===== src/rtl/draw_addr_sequencer_pkg.sv =====
// Shared types and default widths for the draw address-pair sequencer.
package draw_pkg;
    localparam int unsigned ADDR_W_DEF = 14;
    localparam int unsigned CNT_W_DEF  = 14;
    localparam int unsigned NUM_REQ    = 2;

    typedef logic req_id_t;

    typedef enum logic [1:0] {IDLE, RUN, DONE} draw_seq_state_t;
endpackage


===== src/rtl/draw_addr_sequencer_if.sv =====
// Job request and framebuffer write-side bundle for draw_addr_sequencer.
interface draw_addr_sequencer_if #(
    parameter int unsigned ADDR_W = draw_pkg::ADDR_W_DEF,
    parameter int unsigned CNT_W  = draw_pkg::CNT_W_DEF
);
    logic [draw_pkg::NUM_REQ-1:0]             req_valid;
    logic [draw_pkg::NUM_REQ-1:0][ADDR_W-2:0] req_start;
    logic [draw_pkg::NUM_REQ-1:0][CNT_W-1:0]  req_count;
    logic [draw_pkg::NUM_REQ-1:0]             req_ready;
    logic                                     wr_valid;
    logic                                     wr_ready;
    logic [ADDR_W-1:0]                        Q_a;
    logic [ADDR_W-1:0]                        Q_b;
    logic                                     busy;
    logic                                     done;
    draw_pkg::req_id_t                        done_id;

    modport slave (
        input  req_valid, req_start, req_count, wr_ready,
        output req_ready, wr_valid, Q_a, Q_b, busy, done, done_id
    );

    modport master (
        output req_valid, req_start, req_count, wr_ready,
        input  req_ready, wr_valid, Q_a, Q_b, busy, done, done_id
    );
endinterface


===== src/rtl/draw_addr_sequencer_rr_arbiter.sv =====
// Two-way round-robin arbiter; priority flips to the other requester after each grant.
module draw_rr_arbiter (
    input  logic       clk,
    input  logic       reset,
    input  logic [1:0] req,
    input  logic       advance,
    output logic [1:0] grant
);
    logic prio;

    always_comb begin
        grant = 2'b00;
        if (prio == 1'b0) begin
            if (req[0])      grant = 2'b01;
            else if (req[1]) grant = 2'b10;
        end else begin
            if (req[1])      grant = 2'b10;
            else if (req[0]) grant = 2'b01;
        end
    end

    always_ff @(posedge clk or negedge reset) begin
        if (!reset) begin
            prio <= 1'b0;
        end else if (advance && (|grant)) begin
            prio <= grant[0];
        end
    end
endmodule


===== src/rtl/draw_addr_sequencer.sv =====
// Arbitrates two line jobs and sweeps the winner as even/odd framebuffer address pairs.
// Optional build macro: DRAW_SEQ_ABORT_EN adds an abort input that ends a running job early.
module draw_addr_sequencer
    import draw_pkg::*;
#(
    parameter int unsigned ADDR_W = ADDR_W_DEF,
    parameter int unsigned CNT_W  = CNT_W_DEF
) (
    input  logic clk,
    input  logic reset,
`ifdef DRAW_SEQ_ABORT_EN
    input  logic abort,
`endif
    draw_addr_sequencer_if.slave bus
);
    localparam int unsigned IDX_W = ADDR_W - 1;
    localparam logic [IDX_W-1:0] IDX_MAX = '1;

    draw_seq_state_t   state, state_n;
    logic [IDX_W-1:0]  idx, idx_n;
    logic [CNT_W-1:0]  remaining, remaining_n;
    req_id_t           owner, owner_n;
    req_id_t           sel;
    logic [1:0]        arb_req;
    logic [1:0]        grant;
    logic              abort_req;

`ifdef DRAW_SEQ_ABORT_EN
    assign abort_req = abort;
`else
    assign abort_req = 1'b0;
`endif

    // Requests are only visible to the arbiter while idle, so nothing is accepted in RUN/DONE.
    assign arb_req = (state == IDLE) ? bus.req_valid : 2'b00;

    draw_rr_arbiter u_arb (
        .clk     (clk),
        .reset   (reset),
        .req     (arb_req),
        .advance (state == IDLE),
        .grant   (grant)
    );

    assign bus.req_ready = grant;
    assign sel           = grant[1];

    always_comb begin
        state_n     = state;
        idx_n       = idx;
        remaining_n = remaining;
        owner_n     = owner;
        unique case (state)
            IDLE: begin
                if (|grant) begin
                    idx_n       = bus.req_start[sel];
                    remaining_n = bus.req_count[sel];
                    owner_n     = sel;
                    state_n     = (bus.req_count[sel] == '0) ? DONE : RUN;
                end
            end
            RUN: begin
                // The index never wraps: a handshake at all-ones closes the job.
                if (bus.wr_ready) begin
                    idx_n       = (idx == IDX_MAX) ? idx : idx + IDX_W'(1);
                    remaining_n = remaining - CNT_W'(1);
                    if ((remaining == CNT_W'(1)) || (idx == IDX_MAX)) state_n = DONE;
                end
                if (abort_req) state_n = DONE;
            end
            DONE:    state_n = IDLE;
            default: state_n = IDLE;
        endcase
    end

    always_ff @(posedge clk or negedge reset) begin
        if (!reset) begin
            state        <= IDLE;
            idx          <= '0;
            remaining    <= '0;
            owner        <= 1'b0;
            bus.wr_valid <= 1'b0;
            bus.busy     <= 1'b0;
            bus.done     <= 1'b0;
            bus.done_id  <= 1'b0;
        end else begin
            state        <= state_n;
            idx          <= idx_n;
            remaining    <= remaining_n;
            owner        <= owner_n;
            bus.wr_valid <= (state_n == RUN);
            bus.busy     <= (state_n != IDLE);
            bus.done     <= (state_n == DONE);
            bus.done_id  <= owner_n;
        end
    end

    assign bus.Q_a = {idx, 1'b0};
    assign bus.Q_b = {idx, 1'b1};
endmodule


===== src/flat_wrapper.sv =====
// flat-port wrapper written by rule: the top's interface ports become plain ports
module draw_addr_sequencer_flat import draw_pkg::*;
#(
    parameter int unsigned ADDR_W = ADDR_W_DEF,
    parameter int unsigned CNT_W  = CNT_W_DEF
)
  (clk, reset, bus_req_valid, bus_req_start, bus_req_count, bus_wr_ready, bus_req_ready, bus_wr_valid, bus_Q_a, bus_Q_b, bus_busy, bus_done, bus_done_id);
  draw_addr_sequencer_if #(.ADDR_W(ADDR_W), .CNT_W(CNT_W)) bus_i ();
  input  logic clk;
  input  logic reset;
  input wire logic [$bits(bus_i.req_valid)-1:0] bus_req_valid;
  input wire logic [$bits(bus_i.req_start)-1:0] bus_req_start;
  input wire logic [$bits(bus_i.req_count)-1:0] bus_req_count;
  input wire logic [$bits(bus_i.wr_ready)-1:0] bus_wr_ready;
  output wire logic [$bits(bus_i.req_ready)-1:0] bus_req_ready;
  output wire logic [$bits(bus_i.wr_valid)-1:0] bus_wr_valid;
  output wire logic [$bits(bus_i.Q_a)-1:0] bus_Q_a;
  output wire logic [$bits(bus_i.Q_b)-1:0] bus_Q_b;
  output wire logic [$bits(bus_i.busy)-1:0] bus_busy;
  output wire logic [$bits(bus_i.done)-1:0] bus_done;
  output wire logic [$bits(bus_i.done_id)-1:0] bus_done_id;
  assign bus_i.req_valid = bus_req_valid;
  assign bus_i.req_start = bus_req_start;
  assign bus_i.req_count = bus_req_count;
  assign bus_i.wr_ready = bus_wr_ready;
  assign bus_req_ready = bus_i.req_ready;
  assign bus_wr_valid = bus_i.wr_valid;
  assign bus_Q_a = bus_i.Q_a;
  assign bus_Q_b = bus_i.Q_b;
  assign bus_busy = bus_i.busy;
  assign bus_done = bus_i.done;
  assign bus_done_id = bus_i.done_id;
  draw_addr_sequencer #(.ADDR_W(ADDR_W), .CNT_W(CNT_W)) u_core (.clk(clk), .reset(reset), .bus(bus_i));
endmodule

===== config.mk =====
export PLATFORM = sky130hd
export DESIGN_NAME = draw_addr_sequencer_flat
export DESIGN_NICKNAME = d
export VERILOG_FILES = /design/src/rtl/draw_addr_sequencer_pkg.sv /design/src/rtl/draw_addr_sequencer_if.sv /design/src/rtl/draw_addr_sequencer_rr_arbiter.sv /design/src/rtl/draw_addr_sequencer.sv /design/src/flat_wrapper.sv
export SDC_FILE = /design/constraint.sdc
export NUM_CORES = 1
export LEC_CHECK = 0
export CORE_MARGIN = 2
export CORE_UTILIZATION = 64
export DETAILED_ROUTE_END_ITERATION = 7
export DONT_BUFFER_PORTS = 1
export PLACE_DENSITY = 0.8
export SYNTH_ARGS = -nofsm -noshare
export SYNTH_HDL_FRONTEND = slang
export SYNTH_SLANG_ARGS = --single-unit

===== constraint.sdc =====
create_clock -name clk -period 2.5 [get_ports clk]
set_input_delay 0.25 -clock clk [delete_from_list [all_inputs] [get_ports clk]]
set_output_delay 0.25 -clock clk [all_outputs]
set_load 0.01 [all_outputs]

---- Word level (Yosys, flattened, before mapping) ----
Cells that the tools add are included.
W data, S select, Z words.
storage, ports and cells
  bits in registers ....................... 34
  input bits .............................. 59
  output and inout port bits .............. 34
  logic and storage cells ................. 51
cells by class
  $add $sub $neg .......................... 2
  order comparisons ....................... 1
  equal/unequal tests ..................... 8
  mux-type cells .......................... 22
  reductions and logical operators ........ 10
operator list
  kind                     number
  $mux W13                 5
  $mux W14                 4
  $pmux W14 S2             1
  $pmux W13 S2             1
  $mux W2                  9
  $eq A14 B1 Y1 const B    1
  $logic_not A14 Y1        1
  $sub A14 B1 Y14 const B  1
  $add A13 B1 Y13 const B  1
  $eq A13 B13 Y1 const B   1
  $eq A2 B1 Y1 const B     2
  $ne A2 B2 Y1 const B     2
  $pmux W2 S2              1
  $reduce_and A4 Y1        1
  $reduce_bool A2 Y1       2
  $reduce_and A3 Y1        1
  $eq A2 B2 Y1 const B     1
  $logic_not A2 Y1         1
  $lt A1 B2 Y1 const B     1
  $ne A2 B1 Y1 const B     1
  $reduce_and A2 Y1        1
  $reduce_or A2 Y1         1
  $logic_and A1 B1 Y1      1
  $logic_or A1 B1 Y1       1
  $mux W1                  1

---- Logic depth before layout (Yosys ltp) ----
  word-level depth ........................ 12
  gate-level depth with buffers ........... 7
  depth with buffers taken out ............ 7

---- By module ----
Synthesis repeated with hierarchy kept, for this count alone.
second synthesis, totals
  cell total of the unflattened synthesis .. 296
  area, all modules ....................... 2,548.7 um^2
modules (own cells, without submodules)
  module               times used  cells an instance  area an instance (um^2)  seq. area each (um^2)
  draw_addr_sequencer  1           290                2,493.6                  825.8
  draw_rr_arbiter      1           6                  55.1                     25.0

---- Worst setup path after synthesis ----
No wires, ideal clock.
  path kind ............................... register to register
  start ................................... reg u_core.idx[0]
  end ..................................... reg u_core.idx[9]
  setup time .............................. 0.121 ns
  arrival ................................. 1.742 ns
  data required time ...................... 2.379 ns
  setup slack ............................. 0.637 ns
  cell stages (with the launch flop) ...... 8
  buffers on the path ..................... 1
  clock period less this slack ............ 1.863 ns
  path through ............................ dfrtp_1 > ha_1 > nand4_1 > nor3_2 > a31o_2 > buf_2 > a21oi_1 > o22a_1
between the ends
  word-level cells in the longest chain between the ends .. 4
  elaborated cells between the ends (all ways) .. 7
  those cells by class .................... 1 x add/sub; 2 x eq/ne; 3 x mux; 1 x reduce/logical
ends and longest elaborated chain
  item                      RTL line                   text
  start: declaration        draw_addr_sequencer.sv:20  logic [IDX_W-1:0] idx, idx_n;
  start signal: assignment  draw_addr_sequencer.sv:88  idx <= idx_n;
  $add A13 B1 Y13           draw_addr_sequencer.sv:65  idx_n = (idx == IDX_MAX) ? idx : idx + IDX_W'(1);
  $mux W13                  draw_addr_sequencer.sv:65
  $mux W13                  draw_addr_sequencer.sv:64  if (bus.wr_ready) begin
  $pmux W13 S2              draw_addr_sequencer.sv:53  unique case (state)
Parallel ways exist; a longest one is shown, timed or not. The select of a mux whose other input is x is not followed.
A chain may end at the register's enable or synchronous reset.

---- Worst setup path in the final report ----
  start ................................... reg u_core.idx[0]
  end ..................................... reg u_core.idx[0]
Same word-level chain as after synthesis.

==> results.cfg <==
[final_layout]
fill_cells = 311
fin_nets = 346
finish.utilization_pct = 68.1
drive_gt1_share_pct = 10.9
design_area_um2 = 2470
n_antenna_cell = 0
multiInputGateArea_um2 = 1360
seq_area_um2 = 851
syn_to_final_growth_pct = 2.28

[sta]
slew-limit-headroom_pct = 64.3
tightest_slew_ns = 0.531
fin_skew_ns = 0.00765
worst_slack_ns = 0.242
finalHoldViolCount = 0
maxSlewViolCount = 0
fmax_ghz = 0.443
fin_crit_sh_pct = 90.3
min_period_ns = 2.26
setup_tns_ns = 0
setup_viol = 0

[pwr]
p_int_mw = 1.44
irDropWorstVdd_mv = 0.634
seq_power_share_pct = 46.6
p_leak_nw = 1.03
swShare_pct = 46.5
p_per_area_nw_per_um2 = 1090
pwr-share-comb_pct = 39.1
p_clk_share_pct = 14.3
power_switching_mw = 1.25

[routing]
routed_wl_mm = 5.99
drc = 0
drt-initial-drc-count = 194
ant_nets = 0
post_drt_wl_per_cell_um = 18.0
drtPass1Iterations = 6
vias = 2250
via_per_inst = 6.78

[critical_path]
cp-start-kind = register
worstPathArrival_ns = 2.43
critPathKind = register to register
path_max_fanout = 13
cp.required_ns = 2.67
worstRegToRegCells = 6
endpoint_kind = register

[placed_design]
routabilityCongestion = 0.918
place_area_um2 = 2360
dpl.hpwl_mm = 4.23
portBuffers = 0
place_ws_ns = 0.209

[yosys]
ys_async_sr_fraction_pct = 100
yosysTopAreaCell = dfrtp_1
synth_edf_count = 0
synth_area_um2 = 2420
synthDistinctLibCells = 47
synth.avg_cell_area_um2 = 8.09
synthCells = 299
synth_top_cell_area_share_pct = 35.2
synth.net_count = 361
synth.area.top_cells = dfrtp_1 (35%), a21oi_1 (5.6%), o21ai_0 (5.0%)
yosysMostFrequentCell = dfrtp_1
synthTopCellsByCount = dfrtp_1 (34), nand2_1 (29), a21oi_1 (27)
yosys_warnings = 0
synth_seq_cells = 34
yosysSeqAreaShare_pct = 35.2
synth_ff_type = dfrtp_1

[die]
die_w_um = 65.5
start_util_pct = 66.6
die_h_um = 65.5
die_area_um2 = 4290
rows = 22
core-area_um2 = 3630
io_pins = 93

[min_path]
min_delay_path_depth = 1
hold_class = input port to register

[global_route]
grt_overflow = 0
gr-usage-all-layers_pct = 29.0
grt_max_degree = 35
antenna_found_initial = 0
grt_pass1_vias = 2068
grt_pass1_wl_mm = 9.58

[clock_tree]
cts_buffer_depth = 2
cts.sinks = 34
htreeDepth = 2
root_buffer = clkbuf_8
clkSlewWorstSetupHoldPaths_ns = 0.07
cts_tree = done
cts_setup_buffers = 0
clk-insertion-delay-late_ns = 0.28
numCtsBuffers = 5

[run]
cap_violations = 0

[status]
status = finished, final reports clean
kinds of logic after synthesis:
| family | Yosys count | share of synthesized area, % |
|---|---|---|
| adder cells (fa/ha/maj) | 3 | 1.55 |
| other | 2 | 0.311 |
| flip-flops | 34 | 35.2 |
| multiplexers | 14 | 6.05 |
| buffers and inverters | 40 | 9.05 |
| AND/OR/NAND/NOR | 116 | 24.4 |
| AO/OA/AOI/OAI | 90 | 23.5 |
through the flow:
stage / total power [mW] / cells / hold slack (ns)
2_1_floorplan: 2.14 / 299 / -0.0456
5_1_grt: 2.91 / 332 / 0.0720
3_5_place_dp: 2.27 / 323 / -0.0447
4_1_cts: 2.67 / 332 / 0.0754
6_report: 2.69 / 332 / 0.0750
3_3_place_gp: 2.24 / 323 / -0.0449
layout make-up:
class / count / share of cell area (%)
tap: 48 / 2.43
inverter: 9 / 1.37
multi-input combinational: 225 / 54.9
clock buffer: 7 / 3.09
timing repair buffer: 9 / 3.84
sequential: 34 / 34.4
worst paths after layout:
kind / from / to / slack, ns
min in group asynchronous: reset / u_core.remaining[9] / 0.43
max reg2reg: u_core.idx[0] / u_core.idx[0] / 0.24
min reg2reg: u_core.remaining[12] / u_core.remaining[12] / 0.50
max in group asynchronous: reset / u_core.bus.done_id / 1.87
min: bus_req_valid[1] / u_core.u_arb.prio / 0.07
max: u_core.idx[0] / u_core.idx[0] / 0.24
registers in the layout, indices dropped and copies added, names as in the netlist:
name                 flops
u_core.remaining        14
u_core.idx              13
u_core.state             2
u_core.bus.busy          1
u_core.bus.done          1
u_core.bus.done_id       1
u_core.bus.wr_valid      1
u_core.u_arb.prio        1
routing by layer:
layer | part of all wire, % | GRT usage (%) | wire length (um) | vias to the layer above
li1 | - | - | - | 1067
met1 | 44 | 38.9 | 2660 | 1063
met2 | 47 | 45.7 | 2800 | 111
met3 | 7.6 | 6.16 | 454 | 9
met4 | 1.3 | 11.5 | 77 | 0
met5 | 0 | 0 | 0 | -
critical path: stages, from the launching register on:
cell     delay, ns
dfrtp_1       0.55
ha_1          0.25
nand4_1       0.24
nor3_2        0.36
a31o_2        0.38
nor3_1        0.08
a211o_1       0.28
placed cells by master, fill, tap and decap left out, types with 2 or more instances in the layout:
cell,Yosys,final
a31o_2,2,2
or3_1,3,3
or2_2,2,2
or4_4,2,2
inv_1,9,9
o21ai_0,24,24
and3_1,2,2
a22o_1,2,2
buf_12,0,2
nand2b_1,2,2
a21oi_1,27,27
nand2_1,29,29
buf_4,15,6
nor4_1,16,16
dfrtp_1,34,34
o211ai_1,5,5
o22ai_1,3,3
o32ai_1,2,2
ha_1,3,3
clkbuf_8,0,5
nor3_1,12,12
nor2_1,26,26
a2bb2oi_1,2,2
mux2i_1,9,9
a31oi_1,6,5
nand3_1,8,8
nand4_1,8,8
a211o_1,2,2
conb_1,2,2
mux2_2,5,5
clkbuf_1,6,2
o22a_1,4,4
a211oi_1,2,2
what timing repair did:
| action | CTS | global route |
|---|---|---|
| hold buffers | 2 | 0 |
| gates resized for setup | 0 | 1 |
| endpoints found under the hold margin | 34 | 0 |
| endpoints found under the setup margin | 0 | 2 |
power by group through the flow:
stage / Clock [mW] / Combinational [mW] / Sequential (mW)
2_1_floorplan: 0 / 1.03 / 1.11
3_3_place_gp: 0 / 0.992 / 1.25
3_5_place_dp: 0 / 1.02 / 1.25
4_1_cts: 0.385 / 1.04 / 1.24
5_1_grt: 0.413 / 1.19 / 1.31
6_report: 0.384 / 1.05 / 1.25
No activity file was read; power rests on OpenSTA's default activity.
